`src/rtl/axi4bus_pkg.sv`:
```
// Shared AXI4 forward-bus definitions: AR forward word layout and skid-buffer states.
// The field offsets are shared with the bus-side separator.
package axi4bus_pkg;

  localparam int unsigned AR_FWD_W = 77;

  localparam int unsigned ARID_W     = 8;
  localparam int unsigned ARADDR_W   = 36;
  localparam int unsigned ARLEN_W    = 8;
  localparam int unsigned ARSIZE_W   = 3;
  localparam int unsigned ARBURST_W  = 2;
  localparam int unsigned ARLOCK_W   = 1;
  localparam int unsigned ARCACHE_W  = 4;
  localparam int unsigned ARPROT_W   = 3;
  localparam int unsigned ARQOS_W    = 4;
  localparam int unsigned ARREGION_W = 4;
  localparam int unsigned ARUSER_W   = 4;

  localparam int unsigned ARUSER_LSB   = 0;
  localparam int unsigned ARREGION_LSB = 4;
  localparam int unsigned ARQOS_LSB    = 8;
  localparam int unsigned ARPROT_LSB   = 12;
  localparam int unsigned ARCACHE_LSB  = 15;
  localparam int unsigned ARLOCK_LSB   = 19;
  localparam int unsigned ARBURST_LSB  = 20;
  localparam int unsigned ARSIZE_LSB   = 22;
  localparam int unsigned ARLEN_LSB    = 25;
  localparam int unsigned ARADDR_LSB   = 33;
  localparam int unsigned ARID_LSB     = 69;

  typedef enum logic [1:0] {
    EMPTY = 2'd0,
    BUSY  = 2'd1,
    FULL  = 2'd2
  } skid_state_e;

endpackage

```
`src/rtl/fwd_skid_buffer.sv`:
```
// Two-entry skid buffer: full throughput with all valid/ready paths registered.
// Reusable for any forward path width.
module fwd_skid_buffer
  import axi4bus_pkg::*;
#(
  parameter int unsigned W = AR_FWD_W
) (
  input  logic         i_clk,
  input  logic         i_rst_n,
  input  logic [W-1:0] i_data,
  input  logic         i_valid,
  output logic         o_ready,
  output logic [W-1:0] o_data,
  output logic         o_valid,
  input  logic         i_ready
);

  skid_state_e r_state;
  skid_state_e w_next_state;
  logic [W-1:0] r_main;
  logic [W-1:0] r_skid;
  logic         r_ready;

  logic w_accept;
  logic w_send;
  logic w_load_main;
  logic w_main_from_skid;
  logic w_load_skid;

  assign w_accept = i_valid & r_ready;
  assign w_send   = (r_state != EMPTY) & i_ready;

  always_comb begin
    w_next_state     = r_state;
    w_load_main      = 1'b0;
    w_main_from_skid = 1'b0;
    w_load_skid      = 1'b0;
    case (r_state)
      EMPTY: begin
        if (w_accept) begin
          w_next_state = BUSY;
          w_load_main  = 1'b1;
        end
      end
      BUSY: begin
        if (w_accept && w_send) begin
          w_load_main = 1'b1;
        end else if (w_accept) begin
          w_next_state = FULL;
          w_load_skid  = 1'b1;
        end else if (w_send) begin
          w_next_state = EMPTY;
        end
      end
      FULL: begin
        if (w_send) begin
          w_next_state     = BUSY;
          w_load_main      = 1'b1;
          w_main_from_skid = 1'b1;
        end
      end
      default: w_next_state = EMPTY;
    endcase
  end

  // Ready is registered from the next state so it never depends on i_ready combinationally.
  always_ff @(posedge i_clk) begin
    if (!i_rst_n) begin
      r_state <= EMPTY;
      r_main  <= '0;
      r_skid  <= '0;
      r_ready <= 1'b0;
    end else begin
      r_state <= w_next_state;
      r_ready <= (w_next_state != FULL);
      if (w_load_main) begin
        r_main <= w_main_from_skid ? r_skid : i_data;
      end
      if (w_load_skid) begin
        r_skid <= i_data;
      end
    end
  end

  assign o_ready = r_ready;
  assign o_data  = r_main;
  assign o_valid = (r_state != EMPTY);

endmodule

```
`src/rtl/r_forward_combiner.sv`:
```
// AR forward-path transmitter: packs the AXI4 AR channel into the 77-bit
// forward word and registers it through a two-entry skid buffer.
module r_forward_combiner
  import axi4bus_pkg::*;
(
  input  logic                  CLK,
  input  logic                  RESETn,
  input  logic [ARID_W-1:0]     ARID,
  input  logic [ARADDR_W-1:0]   ARADDR,
  input  logic [ARLEN_W-1:0]    ARLEN,
  input  logic [ARSIZE_W-1:0]   ARSIZE,
  input  logic [ARBURST_W-1:0]  ARBURST,
  input  logic [ARLOCK_W-1:0]   ARLOCK,
  input  logic [ARCACHE_W-1:0]  ARCACHE,
  input  logic [ARPROT_W-1:0]   ARPROT,
  input  logic [ARQOS_W-1:0]    ARQOS,
  input  logic [ARREGION_W-1:0] ARREGION,
  input  logic [ARUSER_W-1:0]   ARUSER,
  input  logic                  ARVALID,
  output logic                  ARREADY,
  output logic [AR_FWD_W-1:0]   DATA,
  output logic                  VALID,
  input  logic                  READY
);

  logic [AR_FWD_W-1:0] w_ar_word;

  always_comb begin
    w_ar_word = '0;
    w_ar_word[ARID_LSB     +: ARID_W]     = ARID;
    w_ar_word[ARADDR_LSB   +: ARADDR_W]   = ARADDR;
    w_ar_word[ARLEN_LSB    +: ARLEN_W]    = ARLEN;
    w_ar_word[ARSIZE_LSB   +: ARSIZE_W]   = ARSIZE;
    w_ar_word[ARBURST_LSB  +: ARBURST_W]  = ARBURST;
    w_ar_word[ARLOCK_LSB   +: ARLOCK_W]   = ARLOCK;
    w_ar_word[ARCACHE_LSB  +: ARCACHE_W]  = ARCACHE;
    w_ar_word[ARPROT_LSB   +: ARPROT_W]   = ARPROT;
    w_ar_word[ARQOS_LSB    +: ARQOS_W]    = ARQOS;
    w_ar_word[ARREGION_LSB +: ARREGION_W] = ARREGION;
    w_ar_word[ARUSER_LSB   +: ARUSER_W]   = ARUSER;
  end

  fwd_skid_buffer #(
    .W (AR_FWD_W)
  ) u_skid (
    .i_clk   (CLK),
    .i_rst_n (RESETn),
    .i_data  (w_ar_word),
    .i_valid (ARVALID),
    .o_ready (ARREADY),
    .o_data  (DATA),
    .o_valid (VALID),
    .i_ready (READY)
  );

endmodule

```
`config.mk`:
```
export PLATFORM = sky130hd
export DESIGN_NAME = r_forward_combiner
export DESIGN_NICKNAME = d
export VERILOG_FILES = /design/src/rtl/axi4bus_pkg.sv /design/src/rtl/fwd_skid_buffer.sv /design/src/rtl/r_forward_combiner.sv
export SDC_FILE = /design/constraint.sdc
export NUM_CORES = 1
export LEC_CHECK = 0
export ABC_AREA = 1
export CORE_MARGIN = 10
export CORE_UTILIZATION = 35
export DETAILED_ROUTE_END_ITERATION = 12
export HOLD_SLACK_MARGIN = 0.05
export PLACE_DENSITY = 0.61
export SETUP_SLACK_MARGIN = 0.1
export SLEW_MARGIN = 25
export SYNTH_ARGS = -nofsm -noshare
export SYNTH_HDL_FRONTEND = slang
export SYNTH_SLANG_ARGS = --single-unit
```
`constraint.sdc`:
```
create_clock -name CLK -period 1.48 [get_ports CLK]
set_input_delay 0.296 -clock CLK [delete_from_list [all_inputs] [get_ports CLK]]
set_output_delay 0.296 -clock CLK [all_outputs]
set_load 0.005 [all_outputs]
```
**Word level (Yosys, flattened, before mapping)**

Cells that the tools add are included.

- Flip-flop bits (word level): 157
- Input port bits: 81
- Output and inout bits: 79
- Word-level logic and storage cells: 26

- Eq/ne operators: 3
- Mux-type cells: 14
- Bitwise gates (word level): 2
- Reduce and logical (&&, ||, !) cells: 3

Operator list:

| operator | number |
|---|---|
| $mux W77 | 1 |
| $mux W2 | 5 |
| $mux W1 | 6 |
| $pmux W2 S3 | 1 |
| $pmux W1 S3 | 1 |
| $and A1 B1 Y1 | 2 |
| $eq A2 B1 Y1 const B | 1 |
| $eq A2 B2 Y1 const B | 1 |
| $logic_not A2 Y1 | 1 |
| $ne A2 B2 Y1 const B | 1 |
| $reduce_bool A2 Y1 | 1 |
| $logic_and A1 B1 Y1 | 1 |

**Depth between registers and ports, before layout**

Gate-level depths: netlist (run 1).

- Word-level depth: 7
- Gate-level depth with buffers: 9
- Gate-level depth less buffers: 7

**Worst setup path after synthesis (run 1)**

OpenSTA, ideal clock, no wires.

- Path kind: flip-flop to flip-flop
- From: reg u_skid.r_ready, in the netlist u_skid.o_ready
- To: reg u_skid.r_skid[27]
- Library setup time: 110 ps
- Arrival: 1184 ps
- Data required time: 1370 ps
- Setup slack: 186 ps
- Cell stages (with the launch flop): 8
- Path buffers: 2
- Period minus slack after synthesis: 1294 ps
- Cells stage by stage: dfxtp_1 nand2_1 clkinv_1 buf_2 buf_1 nand4_1 nand2_1 nor2_1

- Cells in the longest elaborated chain, start to end: 4
- Elaborated cells on any way between the ends: 5
- Classes of those cells: mux (3); bitwise (1); reduce/logical (1)

Ends and longest elaborated chain:

| item | line | RTL |
|---|---|---|
| from (decl) | fwd_skid_buffer.sv:22 | `logic r_ready;` |
| from (signal assigned) | fwd_skid_buffer.sv:75 | `r_ready <= (w_next_state != FULL);` |
| $and A1 B1 Y1 * | fwd_skid_buffer.sv:30 | `assign w_accept = i_valid & r_ready;` |
| $mux W1 or $logic_and A1 B1 Y1 (tied branches) | fwd_skid_buffer.sv:48, fwd_skid_buffer.sv:46 |  |
| $mux W1 * | fwd_skid_buffer.sv:46 | `if (w_accept && w_send) begin` |
| $mux W1 * | fwd_skid_buffer.sv:38 | `case (r_state)` |
| to (signal assigned) | fwd_skid_buffer.sv:80 | `r_skid <= i_data;` |
| to (decl) | fwd_skid_buffer.sv:21 | `logic [W-1:0] r_skid;` |

Every way passes the cells marked *; elsewhere a longest branch is shown, timed or not.
A chain may end at the register's enable or synchronous reset.

**Worst setup path after layout (run 1)**

- From: reg u_skid.r_state[1]
- To: out VALID

- Cells in the longest elaborated chain, start to end: 1

Ends and longest elaborated chain:

| item | line | RTL |
|---|---|---|
| from (decl) | fwd_skid_buffer.sv:18 | `skid_state_e r_state;` |
| from (signal assigned) | fwd_skid_buffer.sv:74 | `r_state <= w_next_state;` |
| $reduce_bool A2 Y1 | fwd_skid_buffer.sv:87 | `assign o_valid = (r_state != EMPTY);` |
| to (decl) | r_forward_combiner.sv:22 | `output logic VALID,` |

Every way passes these cells.

==> flow_summary.ini, run 1 <==
[timing]
finalCriticalPeriod_ns = 1.421
finalCritPeriodShare = 0.9601
maxSlewViolCount = 0
rsz0062_at_grt = yes
fmax_mhz = 703.8
report.final.hold_viol_count = 0
tns_ns = 0
tightest_slew_ns = 0.3640
relSlewSlack = 0.7573
finalSetupViolCount = 0
whs_ns = 0.3602
finClkSkew_ns = 0.01214

[worst_setup_path]
path_buf_inv = 3
cp_max_fo = 5
startpoint_type = flip-flop
worstSetupPathType = reg2out
cp_top_family = flip-flops
cp_cell_sequence = buf_6 -> inv_6 -> nand2_4 -> buf_6
rr_startpoint = u_skid.r_state[0]$_SDFF_PN0_
r2r_slack_ns = 0.07
crit_top_cell = buf_6
slowest_delay_ns = 0.35
critPathRequiredTime_ns = 1.18
cp_slowest_cell = dfxtp_2
cp.arrival_ns = 1.12
r2r_cells = 9
endpoint_kind = output port
r2r-end = u_skid.o_data[42]$_SDFFE_PN0P_

[routing]
drc_errors = 0
dr.first_iter.drc_count = 482
ant_nets = 0
drt-pass1-iter-count = 5
wl_per_cell_um = 13.51
wl_mm = 24.41
vias_per_cell = 4.383
vias = 7916

[cts]
cts_max_path_buffers = 2
clk_latency_ns = 0.42
ctsHoldBuffers = 0
h-tree-depth = 4
path_clk_slew_ns = 0.07
cts_tree = yes
root_buffer = clkbuf_16
cts_buffers = 17
cts.sinks = 157

[hold_path]
min_from = RESETn
hold-path-endpoint = u_skid.o_data[12]$_SDFFE_PN0P_
hold_path.class = in2reg
holdPathStages = 4

[logic_synthesis]
synth_top_area_frac = 0.3874
syn_area_um2 = 8114
synth.area.top_cells = dfxtp_1 39%, nand2_1 18%, inv_1 14%, nor2_1 11%, nand4_1 6.0%
synth_most_common_cell = nand2_1
syn_inst = 1339
synth_ff_type = dfxtp_1
async_flop_share = 0
avgSynthCellArea_um2 = 6.060
ys_seq_elements = 157
synth.distinct_cells = 19
yosysTopAreaCell = dfxtp_1
synth-seq-area-share = 0.3874
synth_edf_count = 0
synth-warning-count = 0
synthesis.nets = 1420
synthTopCellsByCount = 389 x nand2_1, 304 x inv_1, 232 x nor2_1

[global_routing]
grt_pass1_vias = 7184
grt_util_met1 = 0.1835
grt_pass1_wl_mm = 35.72
global_route.peak_usage_layer = met2
overflow = 0
grtUsageMet2 = 0.2412
grtUsageMet3 = 0.04788
grt_max_degree = 75
antenna_found_initial = 0
grt_usage = 0.1470

[run]
drv_cap = 0

[placed_design]
hpwl_mm = 14.20
portBuffers = 159
gp_congestion = 0.7574
placed_area_um2 = 10120
dpl.cell_count = 1745

[die]
die_area_um2 = 29670
row_count = 55
initial_core_util = 0.3573
die_x_um = 172.3
die_height_um = 172.3
ios = 160
coreArea_um2 = 22710

[finish]
finalNonFillerCells = 1806
post-route-cell-area_um2 = 11350
layout-drive-gt1-share = 0.1151
nFillCells = 2319
num-nets-final = 1589
num_antenna_cells = 0
synthToLayoutAreaGrowth_pct = 39.83

[power_and_ir_drop]
ir_drop_mv = 0.6570
powerDensity_nw_per_um2 = 967.3
total_leakage_power_nw = 6.047

[outcome]
status = finished clean
## cell families (layout without fill, tap and decap cells)
kind of cell           after synthesis  after routing  synth area share
AND/OR/NAND/NOR                    705            705            0.3534
flip-flops                         157            157            0.3874
buffers and inverters              396            578            0.2093
AO/OA/AOI/OAI                       81             81           0.04996
## where the power goes
part	leakage [nW]	internal [mW]	switching (mW)
Clock	0.261	2.22	1.94
Sequential	1.29	4.49	0.116
Combinational	4.50	1.06	1.14
## per-stage QoR
step | setup slack [ns] | total power, mW | utilization
floorplan | 0.1855 | 5.781 | -
global placement | -0.3072 | 6.776 | 0.4458
detailed placement | -0.3454 | 6.789 | 0.4458
CTS | -0.09395 | 10.87 | 0.4671
global route | -0.003357 | 11.58 | 0.4996
finish | 0.05912 | 10.98 | 0.4996
## layer usage
metal  up-vias  wire, um
li1       4245         -
met1      3484     11330
met2       172     11320
met3        15      1513
met4         0       245
met5         -         0
## registers in the layout, summed over array words and instances (netlist names)
signal,count
u_skid.r_state,2
u_skid.r_skid,77
u_skid.o_data,77
u_skid.o_ready,1
## final cells by class
| cell class | instances | area [um2] | area share |
|---|---|---|---|
| clock inverters | 14 | 112.6 | 0.009925 |
| repair buffers | 232 | 2628 | 0.2316 |
| flip-flops and latches | 157 | 3151 | 0.2777 |
| well taps | 285 | 356.6 | 0.03143 |
| multi-input cells | 786 | 3466 | 0.3055 |
| inverters | 314 | 1194 | 0.1052 |
| clock buffers | 18 | 439.2 | 0.03871 |
## layout by cell type (no fill, tap or decap), drive strengths merged
cell and n:
buf 60, clkinv 6, inv 318, a21oi 2
o21ai 79, clkbuf 34, dlygate4sd2 74, nand4 78
nor2 233, clkinvlp 4, dfxtp 157, nand3 3
clkdlybuf4s50 79, clkdlybuf4s15 3, nand2 391
## how the worst max path moves through the flow
stage	start	to	cells after the start
2_1_floorplan	u_skid.o_ready$_SDFF_PN0_	u_skid.r_skid[27]$_SDFFE_PN0P_	7
3_3_place_gp	READY	u_skid.o_data[35]$_SDFFE_PN0P_	7
3_5_place_dp	READY	u_skid.o_data[35]$_SDFFE_PN0P_	7
4_1_cts	u_skid.r_state[1]$_SDFF_PN0_	VALID	4
5_1_grt	u_skid.r_state[1]$_SDFF_PN0_	u_skid.r_skid[43]$_SDFFE_PN0P_	9
6_report	u_skid.r_state[1]$_SDFF_PN0_	VALID	4
## worst register-to-register path, stage by stage (launching register included)
cell,delay [ns]
dfxtp_2,0.33
buf_6,0.13
inv_8,0.06
nand3_4,0.15
buf_8,0.20
clkbuf_16,0.17
nand2_1,0.05
o21ai_1,0.07
nor2_1,0.09
nor2_1,0.05
## repair_timing
item | in CTS | in global routing
resized for setup | 84 | 117
setup buffers | 3 | 7
pin swaps | 2 | 48
endpoints found under the setup margin | 231 | 160
cloned | 0 | 19
Power figures use the tool's default switching activity.
==> run 2: changes to the inputs <==
CORE_ASPECT_RATIO = 0.6   (was unset)
CORE_MARGIN = unset   (was 10)
==> flow_summary.ini, run 2 (synthesis gave the netlist of run 1 again) <==
[routing]
wl_mm = 24.53
highest_layer = met5
wl_met1_mm = 12.56
ant_nets = 0
wl_per_cell_um = 13.56
dr.first_iter.drc_count = 493
vias = 7957
wl_met2_mm = 10.25
drt-pass1-iter-count = 5
vias_per_cell = 4.399
met3WireLength_mm = 1.410
drc_errors = 0

[global_routing]
grt_pass1_wl_mm = 34.98
grt_pass1_vias = 6887
grt_max_degree = 79
overflow = 0
antenna_found_initial = 4
grt_usage = 0.1860

[die]
coreArea_um2 = 22390
die_x_um = 198.6
row_count = 42
die_area_um2 = 23820
initial_core_util = 0.3625
die_height_um = 119.9
ios = 160

[finish]
layout_commonest_cell = nand2_1
layout-drive-gt1-share = 0.09006
layout_common_cells = 387 x nand2_1, 304 x inv_1, 227 x nor2_1, 128 x dfxtp_1, 79 x clkdlybuf4s50_1
fin_util = 0.4999
nFillCells = 2287
num-nets-final = 1569
synthToLayoutAreaGrowth_pct = 37.92

[cts]
cts.sinks = 157
path_clk_slew_ns = 0.06
cts_buffers = 17
cts_max_path_buffers = 2
root_buffer = clkbuf_16
cts_tree = yes
clk_latency_ns = 0.44
h-tree-depth = 4

[timing]
tightest_slew_ns = 0.4141
finalCriticalPeriod_ns = 1.372
finalCritPeriodShare = 0.9268
finClkSkew_ns = 0.01174
finalSetupViolCount = 0
rsz0062_at_grt = yes
report.final.hold_viol_count = 0
maxSlewViolCount = 0
fmax_mhz = 729.0
finalWorstSetupSlack_ns = 0.1083
relSlewSlack = 0.7239

[power_and_ir_drop]
total_leakage_power_nw = 6.025
ir_drop_mv = 0.8064
powerDensity_nw_per_um2 = 1039

[worst_setup_path]
critPathRequiredTime_ns = 1.85
worstSetupPathType = reg2reg
cp.arrival_ns = 1.74
cp_max_fo = 9
endpoint_kind = flip-flop
startpoint_type = flip-flop

[placed_design]
portBuffers = 159
hpwl_mm = 13.39
pre_cts_slack_ns = -0.3353
gp_congestion = 0.7654

[run]
drv_cap = 0

[hold_path]
hold_path.class = in2reg

[outcome]
status = finished clean
run 2: path summary, 6_finish.rpt:
path,from,slack (ns),cells after the start,end
min,RESETn,0.35,4,u_skid.o_data[19]$_SDFFE_PN0P_
max,u_skid.r_state[1]$_SDFF_PN0_,0.11,8,u_skid.r_skid[45]$_SDFFE_PN0P_
max reg2reg,u_skid.r_state[1]$_SDFF_PN0_,0.11,8,u_skid.r_skid[45]$_SDFFE_PN0P_
min reg2reg,u_skid.o_data[50]$_SDFFE_PN0P_,0.51,4,u_skid.o_data[50]$_SDFFE_PN0P_
run 2: metrics by stage:
stage / setup TNS (ns) / total power [mW] / area [um2] / std cells / hold WS (ns)
2_1_floorplan: 0 / 5.781 / 8114 / 1339 / 0.4869
3_3_place_gp: -29.33 / 6.719 / 10050 / 1756 / 0.4964
3_5_place_dp: -33.43 / 6.742 / 10050 / 1756 / 0.4979
4_1_cts: 0 / 11.55 / 10630 / 1786 / 0.3616
5_1_grt: 0 / 12.18 / 11190 / 1807 / 0.3819
6_report: 0 / 11.63 / 11190 / 1809 / 0.3545
run 2: where the power goes:
part           internal, mW  total [mW]  leakage [nW]  switching, mW
logic                 0.989        2.09          4.42           1.10
clock network          3.11        4.90         0.313           1.79
registers              4.51        4.64          1.29          0.133
run 2: area by class of cell:
type	instances	area [um2]	share of cell area
multi-input cells	786	3339	0.2984
flip-flops and latches	157	3184	0.2845
repair buffers	212	2457	0.2196
inverters	314	1181	0.1055
clock buffers	23	478.0	0.04271
well taps	308	385.4	0.03444
clock inverters	7	160.2	0.01431
diodes	2	5.005	0.0004472
run 2: what timing repair did:
action,in CTS,in global routing
buffers inserted,0,4
endpoints found under the setup margin,159,103
hold buffers,0,0
cloned,0,17
resized for setup,114,42
pin swaps,0,14
run 2: routing by layer:
metal / vias to the layer above / GRT usage
met4: 4 / 0.06298
met5: - / 0
li1: 4210 / -
met3: 26 / 0.04666
met1: 3546 / 0.2646
met2: 171 / 0.2708
run 2: worst max-delay path, stage by stage, from the launching register on:
cell and delay, ns:
dfxtp_4 0.37, buf_4 0.14, nor2_4 0.16, nand3_4 0.09, buf_12 0.17, clkbuf_16 0.17, nand2_1 0.06, inv_1 0.03
nor2_1 0.11
